**config.mk**
```make
export PLATFORM = sky130hd
export DESIGN_NAME = feedback_peg_drawer
export DESIGN_NICKNAME = d
export VERILOG_FILES = /design/src/rtl/feedback_peg_drawer.sv
export SDC_FILE = /design/constraint.sdc
export NUM_CORES = 1
export LEC_CHECK = 0
export CORE_ASPECT_RATIO = 0.75
export CORE_MARGIN = 5
export CORE_UTILIZATION = 23
export DETAILED_ROUTE_END_ITERATION = 16
export SLEW_MARGIN = 20
export SYNTH_ARGS = -nofsm -noshare
export SYNTH_HDL_FRONTEND = slang
export SYNTH_SLANG_ARGS = --single-unit
export TNS_END_PERCENT = 5
```
**constraint.sdc**
```tcl
create_clock -name clk -period 11.8 [get_ports clk]
set_input_delay 2.36 -clock clk [delete_from_list [all_inputs] [get_ports clk]]
set_output_delay 2.36 -clock clk [all_outputs]
set_load 0.01 [all_outputs]
```
**src/rtl/feedback_peg_drawer.sv**
```systemverilog
// feedback_peg_drawer
// Renders NUM_PEGS square feedback pegs for one guess row, one pixel per
// clock, into the feedback column of the Mastermind VGA display.
// Ports:
//   clk, resetn          clock and synchronous active-low reset
//   start                begin a draw (sampled only while idle)
//   row                  guess row to draw into (latched on start)
//   c_place, c_color     correct-place / correct-colour counts (latched on start)
//   x_out, y_out         registered pixel coordinates
//   color_out            registered pixel RGB (000 black, 111 white, 100 red)
//   plot                 pixel write strobe
//   busy                 high while drawing and in the done cycle
//   done                 one-cycle completion pulse
//   win                  high with done when every peg is in the correct place
module feedback_peg_drawer #(
  parameter int unsigned NUM_PEGS = 4,
  parameter int unsigned PEG_SIZE = 4,
  parameter int unsigned X_BASE   = 128,
  parameter int unsigned X_PITCH  = 5,
  parameter int unsigned Y_BASE   = 8,
  parameter int unsigned Y_PITCH  = 10,
  parameter int unsigned ROW_W    = 4,
  parameter int unsigned CNT_W    = 3
) (
  input  logic             clk,
  input  logic             resetn,
  input  logic             start,
  input  logic [ROW_W-1:0] row,
  input  logic [CNT_W-1:0] c_place,
  input  logic [CNT_W-1:0] c_color,
  output logic [7:0]       x_out,
  output logic [6:0]       y_out,
  output logic [2:0]       color_out,
  output logic             plot,
  output logic             busy,
  output logic             done,
  output logic             win
);

  localparam int unsigned IW = (NUM_PEGS > 1) ? $clog2(NUM_PEGS) : 1;
  localparam int unsigned DW = (PEG_SIZE > 1) ? $clog2(PEG_SIZE) : 1;
  localparam int unsigned PW = 4;   // holds a peg count of 0..8
  localparam int unsigned AW = 16;  // coordinate / clamp arithmetic width

  typedef enum logic [1:0] {
    IDLE = 2'd0,
    DRAW = 2'd1,
    DONE = 2'd2
  } state_e;

  state_e           state_q, state_d;
  logic [ROW_W-1:0] row_q, row_d;
  logic [PW-1:0]    p_q, p_d;
  logic [PW-1:0]    w_q, w_d;
  logic [IW-1:0]    i_q, i_d;
  logic [DW-1:0]    dx_q, dx_d;
  logic [DW-1:0]    dy_q, dy_d;
  logic [7:0]       x_out_q, x_out_d;
  logic [6:0]       y_out_q, y_out_d;
  logic [2:0]       color_out_q, color_out_d;
  logic             plot_q, plot_d;
  logic             busy_q, busy_d;
  logic             done_q, done_d;
  logic             win_q, win_d;

  // Count clamping: p never exceeds NUM_PEGS, p + w never exceeds NUM_PEGS
  logic [AW-1:0] cp_w, cc_w, p_in, w_in, room;

  always_comb begin
    cp_w = AW'(c_place);
    cc_w = AW'(c_color);
    p_in = (cp_w > AW'(NUM_PEGS)) ? AW'(NUM_PEGS) : cp_w;
    room = AW'(NUM_PEGS) - p_in;
    w_in = (cc_w > room) ? room : cc_w;
  end

  logic last_dx, last_dy, last_i;

  always_comb begin
    last_dx = (dx_q == DW'(PEG_SIZE - 1));
    last_dy = (dy_q == DW'(PEG_SIZE - 1));
    last_i  = (i_q == IW'(NUM_PEGS - 1));
  end

  // Control: the counters always index the pixel currently on the outputs
  always_comb begin
    state_d = state_q;
    row_d   = row_q;
    p_d     = p_q;
    w_d     = w_q;
    i_d     = i_q;
    dx_d    = dx_q;
    dy_d    = dy_q;
    plot_d  = 1'b0;
    busy_d  = busy_q;
    done_d  = 1'b0;
    win_d   = 1'b0;

    case (state_q)
      IDLE: begin
        busy_d = 1'b0;
        if (start) begin
          state_d = DRAW;
          row_d   = row;
          p_d     = PW'(p_in);
          w_d     = PW'(w_in);
          i_d     = '0;
          dx_d    = '0;
          dy_d    = '0;
          plot_d  = 1'b1;
          busy_d  = 1'b1;
        end
      end
      DRAW: begin
        busy_d = 1'b1;
        if (last_i && last_dx && last_dy) begin
          state_d = DONE;
          done_d  = 1'b1;
          win_d   = (p_q == PW'(NUM_PEGS));
        end else begin
          plot_d = 1'b1;
          if (!last_dx) begin
            dx_d = dx_q + DW'(1);
          end else begin
            dx_d = '0;
            if (!last_dy) begin
              dy_d = dy_q + DW'(1);
            end else begin
              dy_d = '0;
              i_d  = i_q + IW'(1);
            end
          end
        end
      end
      DONE: begin
        state_d = IDLE;
        busy_d  = 1'b0;
      end
      default: begin
        state_d = IDLE;
        busy_d  = 1'b0;
      end
    endcase
  end

  // Pixel datapath: registers the pixel addressed by the next counter values
  always_comb begin
    x_out_d     = x_out_q;
    y_out_d     = y_out_q;
    color_out_d = color_out_q;
    if (plot_d) begin
      x_out_d = 8'(AW'(X_BASE) + AW'(i_d) * AW'(X_PITCH) + AW'(dx_d));
      y_out_d = 7'(AW'(Y_BASE) + AW'(row_d) * AW'(Y_PITCH) + AW'(dy_d));
      if (AW'(i_d) < AW'(p_d)) begin
        color_out_d = 3'b000;
      end else if (AW'(i_d) < (AW'(p_d) + AW'(w_d))) begin
        color_out_d = 3'b111;
      end else begin
        color_out_d = 3'b100;
      end
    end
  end

  // State and output registers
  always_ff @(posedge clk) begin
    if (!resetn) begin
      state_q     <= IDLE;
      row_q       <= '0;
      p_q         <= '0;
      w_q         <= '0;
      i_q         <= '0;
      dx_q        <= '0;
      dy_q        <= '0;
      x_out_q     <= '0;
      y_out_q     <= '0;
      color_out_q <= '0;
      plot_q      <= 1'b0;
      busy_q      <= 1'b0;
      done_q      <= 1'b0;
      win_q       <= 1'b0;
    end else begin
      state_q     <= state_d;
      row_q       <= row_d;
      p_q         <= p_d;
      w_q         <= w_d;
      i_q         <= i_d;
      dx_q        <= dx_d;
      dy_q        <= dy_d;
      x_out_q     <= x_out_d;
      y_out_q     <= y_out_d;
      color_out_q <= color_out_d;
      plot_q      <= plot_d;
      busy_q      <= busy_d;
      done_q      <= done_d;
      win_q       <= win_d;
    end
  end

  assign x_out     = x_out_q;
  assign y_out     = y_out_q;
  assign color_out = color_out_q;
  assign plot      = plot_q;
  assign busy      = busy_q;
  assign done      = done_q;
  assign win       = win_q;

endmodule
```
==> results of run 1 <==
-- worst reg2reg max path: stages, from the launching register on --
cell	delay (ns)
sky130_fd_sc_hd__dfxtp_1	0.38
sky130_fd_sc_hd__nor3b_2	0.77
sky130_fd_sc_hd__mux2i_1	0.40
sky130_fd_sc_hd__inv_1	0.09
sky130_fd_sc_hd__ha_1	0.28
sky130_fd_sc_hd__ha_1	0.22
sky130_fd_sc_hd__fa_1	0.53
sky130_fd_sc_hd__nand2_1	0.07
sky130_fd_sc_hd__or3_1	0.34
sky130_fd_sc_hd__a31oi_1	0.17
-- stage by stage --
step | util | area [µm²] | instances
floorplan | - | 2080 | 233
global placement | 0.278 | 2480 | 366
detailed placement | 0.278 | 2480 | 366
CTS | 0.296 | 2650 | 373
global route | 0.296 | 2650 | 373
finish | 0.296 | 2650 | 373
-- area by class of cell --
class,count,share of cell area
flip-flops and latches,39,0.295
multi-input cells,173,0.454
repair buffers,33,0.124
inverters,9,0.0128
clock buffers,5,0.0473
clock inverters,2,0.0142
well taps,112,0.0530
-- registers in the layout, summed over array words and instances, names as in the netlist --
signal and flops:
done 1, win 1, plot 1, dx_q 2, y_out 7, state_q 2, x_out 6, i_q 2
busy 1, p_q 4, w_q 4, row_q 4, color_out 2, dy_q 2
-- layer usage --
layer	vias to the layer above	GRT usage	wire length, µm
li1	867	-	-
met3	7	0.0302	247
met2	36	0.150	2210
met4	0	0.0324	60
met5	-	0	0
met1	786	0.121	2490
-- placed cells by master (no fill, tap or decap), types with 3 or more instances in the layout --
master and n:
sky130_fd_sc_hd__dfxtp_1 39, sky130_fd_sc_hd__nand2_1 33, sky130_fd_sc_hd__clkdlybuf4s50_1 32, sky130_fd_sc_hd__ha_1 22, sky130_fd_sc_hd__a21oi_1 20, sky130_fd_sc_hd__nor2_1 16, sky130_fd_sc_hd__and2_1 8, sky130_fd_sc_hd__inv_1 8
sky130_fd_sc_hd__and3_1 6, sky130_fd_sc_hd__o21ai_0 6, sky130_fd_sc_hd__clkbuf_16 5, sky130_fd_sc_hd__xnor2_1 4, sky130_fd_sc_hd__nand3_1 4, sky130_fd_sc_hd__nand2b_1 3, sky130_fd_sc_hd__o21ai_1 3, sky130_fd_sc_hd__o211ai_1 3
sky130_fd_sc_hd__nor2b_1 3, sky130_fd_sc_hd__mux2i_1 3, sky130_fd_sc_hd__a211oi_1 3, sky130_fd_sc_hd__fa_1 3
-- power by group --
part	switching [mW]	internal (mW)
Combinational	0.0328	0.0296
Sequential	0.00421	0.139
Clock	0.0552	0.0986
Total	0.0922	0.267
-- worst max-delay path by stage --
stage | endpoint | depth (start not counted) | start | slack [ns]
CTS | color_out[1]$_SDFFE_PN0P_ | 16 | c_place[2] | 5.84
finish | color_out[1]$_SDFFE_PN0P_ | 16 | c_place[2] | 5.86
global placement | color_out[1]$_SDFFE_PN0P_ | 16 | c_place[2] | 5.72
floorplan | color_out[1]$_SDFFE_PN0P_ | 15 | c_place[2] | 6.38
global route | color_out[1]$_SDFFE_PN0P_ | 16 | c_place[2] | 5.62
detailed placement | color_out[1]$_SDFFE_PN0P_ | 16 | c_place[2] | 5.56
-- kinds of logic (layout without fill, tap and decap cells) --
group,count (synthesis),count (layout)
buffers and inverters,21,49
and+or+nand+nor,83,83
muxes,6,6
xor gates and xnor gates,5,5
other,1,2
DFF,39,39
adders and majority gates,25,25
AOI/OAI and AO/OA,52,52
==> flow_summary.ini, run 1 <==
[layout]
layout.filler_cells = 957
layout.nets = 299
area_used_by_multi_input_combinational_logic_um2 = 1200
layout-area-overhead-vs-synth_pct = 27.7
sequential_cell_area_um2 = 781
final_layout_size_suffix_gt1_frac = 0.0575
num_antenna_cells = 0

[global_route]
grt_max_degree = 26
overflow = 0
grt_pass1_vias = 1749
grt_first_pass_wirelength_um = 8310
grt_usage = 0.0948
grt_antenna_before_repair = 0

[critical_path]
crit_path_max_incr_delay_ns = 0.49
crit_family = adder cells
path_max_fanout = 4
crit_path_cell_trace = clkdlybuf4s50_1 -> nand2b_1 -> ha_1 -> inv_1 -> ha_1 -> nor2b_1 -> o21ai_1 -> a32oi_1 -> mux2i_1 -> a21oi_1 -> ha_1 -> fa_1 -> inv_1 -> ha_1 -> o2111a_1 -> a221oi_2
rr_startpoint = state_q[0]$_SDFFE_PN0P_
required_time_at_the_endpoint_of_the_critical_path_ns = 12.00
cpMaxStageDelayCell = sky130_fd_sc_hd__fa_1
critical-path-top-cell-by-count = sky130_fd_sc_hd__ha_1
setup.worst_path.class = in2reg
rr_endpoint = y_out[6]$_SDFFE_PN0P_
crit_path_end_kind = register
reg2reg_setup_slack_ns = 8.48
worstPathArrival_ns = 6.14
startpoint_type = input port
reg2regPathDepth = 9
timing.critical_path.buf_inv = 3

[routing]
drc = 0
drt.antenna.violating_nets = 0
wirelength_um = 5010
drt_first_pass_iters = 4
drt_iter0_drc = 65
vias = 1696
drt-vias-per-instance = 4.55
post_drt_wl_per_cell_um = 13.4

[synth]
yosysUniqueCellTypes = 50
synth_xor_xnor_area_share = 0.0211
compound_cell_area_share_of_the_yosys_netlist = 0.162
muxShareOfSynthArea = 0.0326
register_area_share_after_synthesis = 0.377
ys_dominant_reg_cell = sky130_fd_sc_hd__dfxtp_1
ys_top_cells_by_count = sky130_fd_sc_hd__dfxtp_1, sky130_fd_sc_hd__nand2_1, sky130_fd_sc_hd__ha_1, sky130_fd_sc_hd__a21oi_1, sky130_fd_sc_hd__nor2_1
ys_seq_elements = 39
synth_enable_flop_cells = 0
post-synth-top-count-cell = sky130_fd_sc_hd__dfxtp_1
synth_top_cell_area_share = 0.377
post-synth-top-area-cell = sky130_fd_sc_hd__dfxtp_1
synthSimpleGateAreaFrac = 0.198
yosys_warnings = 0
instance_count_of_the_mapped_netlist = 232
netlist_area_um2 = 2070
largest_family_of_logic_cells_by_synthesized_area = simple AND/OR/NAND/NOR gates
post_synth_fa_ha_maj_area_fraction = 0.162
ys_top_cells_by_area = sky130_fd_sc_hd__dfxtp_1, sky130_fd_sc_hd__ha_1, sky130_fd_sc_hd__nand2_1
synth_async_sr_flop_share = 0
synth_area_per_cell_um2 = 8.93

[floorplan]
floorplan.initialDensity = 0.232
die_x_um = 120
die_h_um = 92.2
fp.dieArea_um2 = 11000
std_cell_rows = 30
io_pins = 35
floorplan.core_area_um2 = 8930

[clock_tree]
tritoncts = done
post_cts.resized_instances = 0
clk_latency_ns = 0.28
h-tree-depth = 2
holdBufCountCts = 0
clkTransAtPathRegs_ns = 0.06
clock-sinks = 39
cts_buffer_depth = 2
post-cts-setup-buffers = 0
clock_tree.root_cell = sky130_fd_sc_hd__clkbuf_16
number_of_buffers_added_by_the_clock_tree_synthesis_step = 5

[place]
dp.final_hpwl_um = 3650
dp_slack_ns = 5.56
portBuffers = 32
globalplace.congestion = 0.789

[worst_hold_path]
hold_path_class = reg2reg
min_delay_worst_endpoint = x_out[0]$_SDFFE_PN0P_
hold_path_startpoint = x_out[0]$_SDFFE_PN0P_
timing.hold.worst_path_depth = 2

[sta]
final.period_utilization = 0.503
max_freq_mhz = 168
layout_min_cycle_time_ns = 5.94
final.hold.worst_slack_ns = 0.457
fin_skew_ns = 0.00577
final.setup.tns_ns = 0
report.final.hold_viol_count = 0
finalWorstSetupSlack_ns = 5.86
worstMarginPinSlew_ns = 0.917
final_number_of_setup_violating_endpoints = 0
rsz0062_at_grt = false
finalMaxSlewViolations = 0
timing.slew.headroom = 0.386

[power_and_ir_drop]
total_power_mw = 0.359
vdd_ir_drop_max_mv = 0.0560
power_per_cell_area_nw_per_um2 = 136
static-leakage-power_nw = 1.13

[run_status]
outcome = finished, final reports clean

[run]
max_cap_viol_count = 0
Note: power is estimated with default switching activity, not from simulation.
==> run 2, diff against run 1 <==
Clock period 11.8 ns to 4.8 ns, I/O delays scaled along.
==> run 2 against run 1 <==
Compared with the run above:
- non-clock buffer count rose by 3
- die area did not move
- count of clock-buffer cells in the layout rose by 2
- worst setup slack got worse by 5.4 ns
==> flow_summary.ini, run 2 (synthesized netlist as in run 1, its figures left out) <==
[critical_path]
startpoint_type = input port
required_time_at_the_endpoint_of_the_critical_path_ns = 4.99
worstPathArrival_ns = 4.53
crit_path_start = c_place[2]
crit_path_end_kind = register
setup.worst_path.class = in2reg
path_max_fanout = 4
reg2reg_setup_slack_ns = 1.85
rr_startpoint = state_q[0]$_SDFFE_PN0P_

[sta]
rsz0062_at_grt = false
worstMarginPinSlew_ns = 0.622
final.period_utilization = 0.903
report.final.hold_viol_count = 0
fin_skew_ns = 0.00731
finalMaxSlewViolations = 0
layout_min_cycle_time_ns = 4.34
final.setup.tns_ns = 0
max_freq_mhz = 231
final_number_of_setup_violating_endpoints = 0
finalWorstSetupSlack_ns = 0.463
timing.slew.headroom = 0.584

[clock_tree]
clk_latency_ns = 0.28
tritoncts = done
clock-sinks = 39
post-cts-setup-buffers = 0
h-tree-depth = 2
post_cts.resized_instances = 0
clkTransAtPathRegs_ns = 0.06
number_of_buffers_added_by_the_clock_tree_synthesis_step = 5
clock_tree.root_cell = sky130_fd_sc_hd__clkbuf_16
cts_buffer_depth = 2
holdBufCountCts = 0

[global_route]
overflow = 0
grt_first_pass_wirelength_um = 8230
grt_max_degree = 26
grt_usage = 0.0921
grt_antenna_before_repair = 0
grt_pass1_vias = 1712

[floorplan]
fp.dieArea_um2 = 11000
floorplan.core_area_um2 = 8930
std_cell_rows = 30
die_x_um = 120
io_pins = 35
floorplan.initialDensity = 0.232
die_h_um = 92.2

[power_and_ir_drop]
power_per_cell_area_nw_per_um2 = 313
static-leakage-power_nw = 1.14
vdd_ir_drop_max_mv = 0.151
total_power_mw = 0.828

[layout]
layout_common_cells = sky130_fd_sc_hd__dfxtp_1, sky130_fd_sc_hd__nand2_1, sky130_fd_sc_hd__clkdlybuf4s50_1
fin_util = 0.296
num_antenna_cells = 0
layout.nets = 302
most_common_library_cell_in_the_layout_ignoring_fill_and_taps = sky130_fd_sc_hd__dfxtp_1
largest_reg_flops = 7
final_layout_size_suffix_gt1_frac = 0.0642
layout.filler_cells = 944
layout-area-overhead-vs-synth_pct = 27.6
design_area_um2 = 2640

[routing]
drt.antenna.violating_nets = 0
vias = 1713
drt-vias-per-instance = 4.54
drc = 0
drt_iter0_drc = 67
wirelength_um = 4950
post_drt_wl_per_cell_um = 13.1
drt_first_pass_iters = 4

[place]
dp_slack_ns = 0.174
globalplace.congestion = 0.786
portBuffers = 32
placement.cell_area_um2 = 2510
dp.final_hpwl_um = 3650

[worst_hold_path]
hold_path_startpoint = y_out[3]$_SDFFE_PN0P_
hold_path_class = reg2reg

[run_status]
outcome = finished, final reports clean

[run]
max_cap_viol_count = 0
==> run 2: final cells by class <==
cell class	count	area, µm²	share of cell area
flip-flops and latches	39	781	0.295
clock buffers	7	133	0.0502
well taps	112	140	0.0530
clock inverters	1	5.00	0.00189
multi-input cells	173	1200	0.454
repair buffers	36	350	0.133
inverters	9	33.8	0.0128
==> run 2: power by group <==
group	internal [mW]	switching (mW)	leakage, nW
clock network	0.192	0.128	0.0679
logic	0.0760	0.0799	0.752
registers	0.341	0.0109	0.319
==> run 2: critical path: stages <==
cell,delay [ns]
sky130_fd_sc_hd__clkdlybuf4s50_1,0.46
sky130_fd_sc_hd__nand2b_1,0.22
sky130_fd_sc_hd__ha_1,0.31
sky130_fd_sc_hd__inv_1,0.05
sky130_fd_sc_hd__ha_1,0.28
sky130_fd_sc_hd__nor2b_1,0.14
sky130_fd_sc_hd__o21ai_1,0.07
sky130_fd_sc_hd__a32oi_1,0.23
sky130_fd_sc_hd__buf_4,0.17
sky130_fd_sc_hd__mux2i_1,0.24
sky130_fd_sc_hd__a21oi_1,0.14
sky130_fd_sc_hd__fa_1,0.51
sky130_fd_sc_hd__inv_1,0.04
sky130_fd_sc_hd__ha_1,0.26
sky130_fd_sc_hd__o2111a_1,0.24
sky130_fd_sc_hd__a221oi_2,0.22
==> run 2: per-stage QoR <==
| stage | instances | hold slack [ns] |
|---|---|---|
| 5_1_grt | 377 | 0.481 |
| 3_3_place_gp | 369 | 0.450 |
| 4_1_cts | 377 | 0.460 |
| 3_5_place_dp | 369 | 0.446 |
| 2_1_floorplan | 233 | 0.444 |
| 6_report | 377 | 0.458 |
==> run 2: path summary, 6_finish.rpt <==
| kind | depth (start not counted) | end |
|---|---|---|
| setup reg to reg | 9 | y_out[6]$_SDFFE_PN0P_ |
| hold reg to reg | 2 | y_out[3]$_SDFFE_PN0P_ |
| setup / recovery | 16 | color_out[1]$_SDFFE_PN0P_ |
| hold / removal | 2 | y_out[3]$_SDFFE_PN0P_ |
==> run 2: per-layer routing <==
metal / vias to the layer above / share of wire / GRT usage
met1: 795 / 0.52 / 0.126
met3: 6 / 0.048 / 0.0284
li1: 871 / - / -
met2: 41 / 0.42 / 0.139
met4: 0 / 0.013 / 0.0257
met5: - / 0 / 0
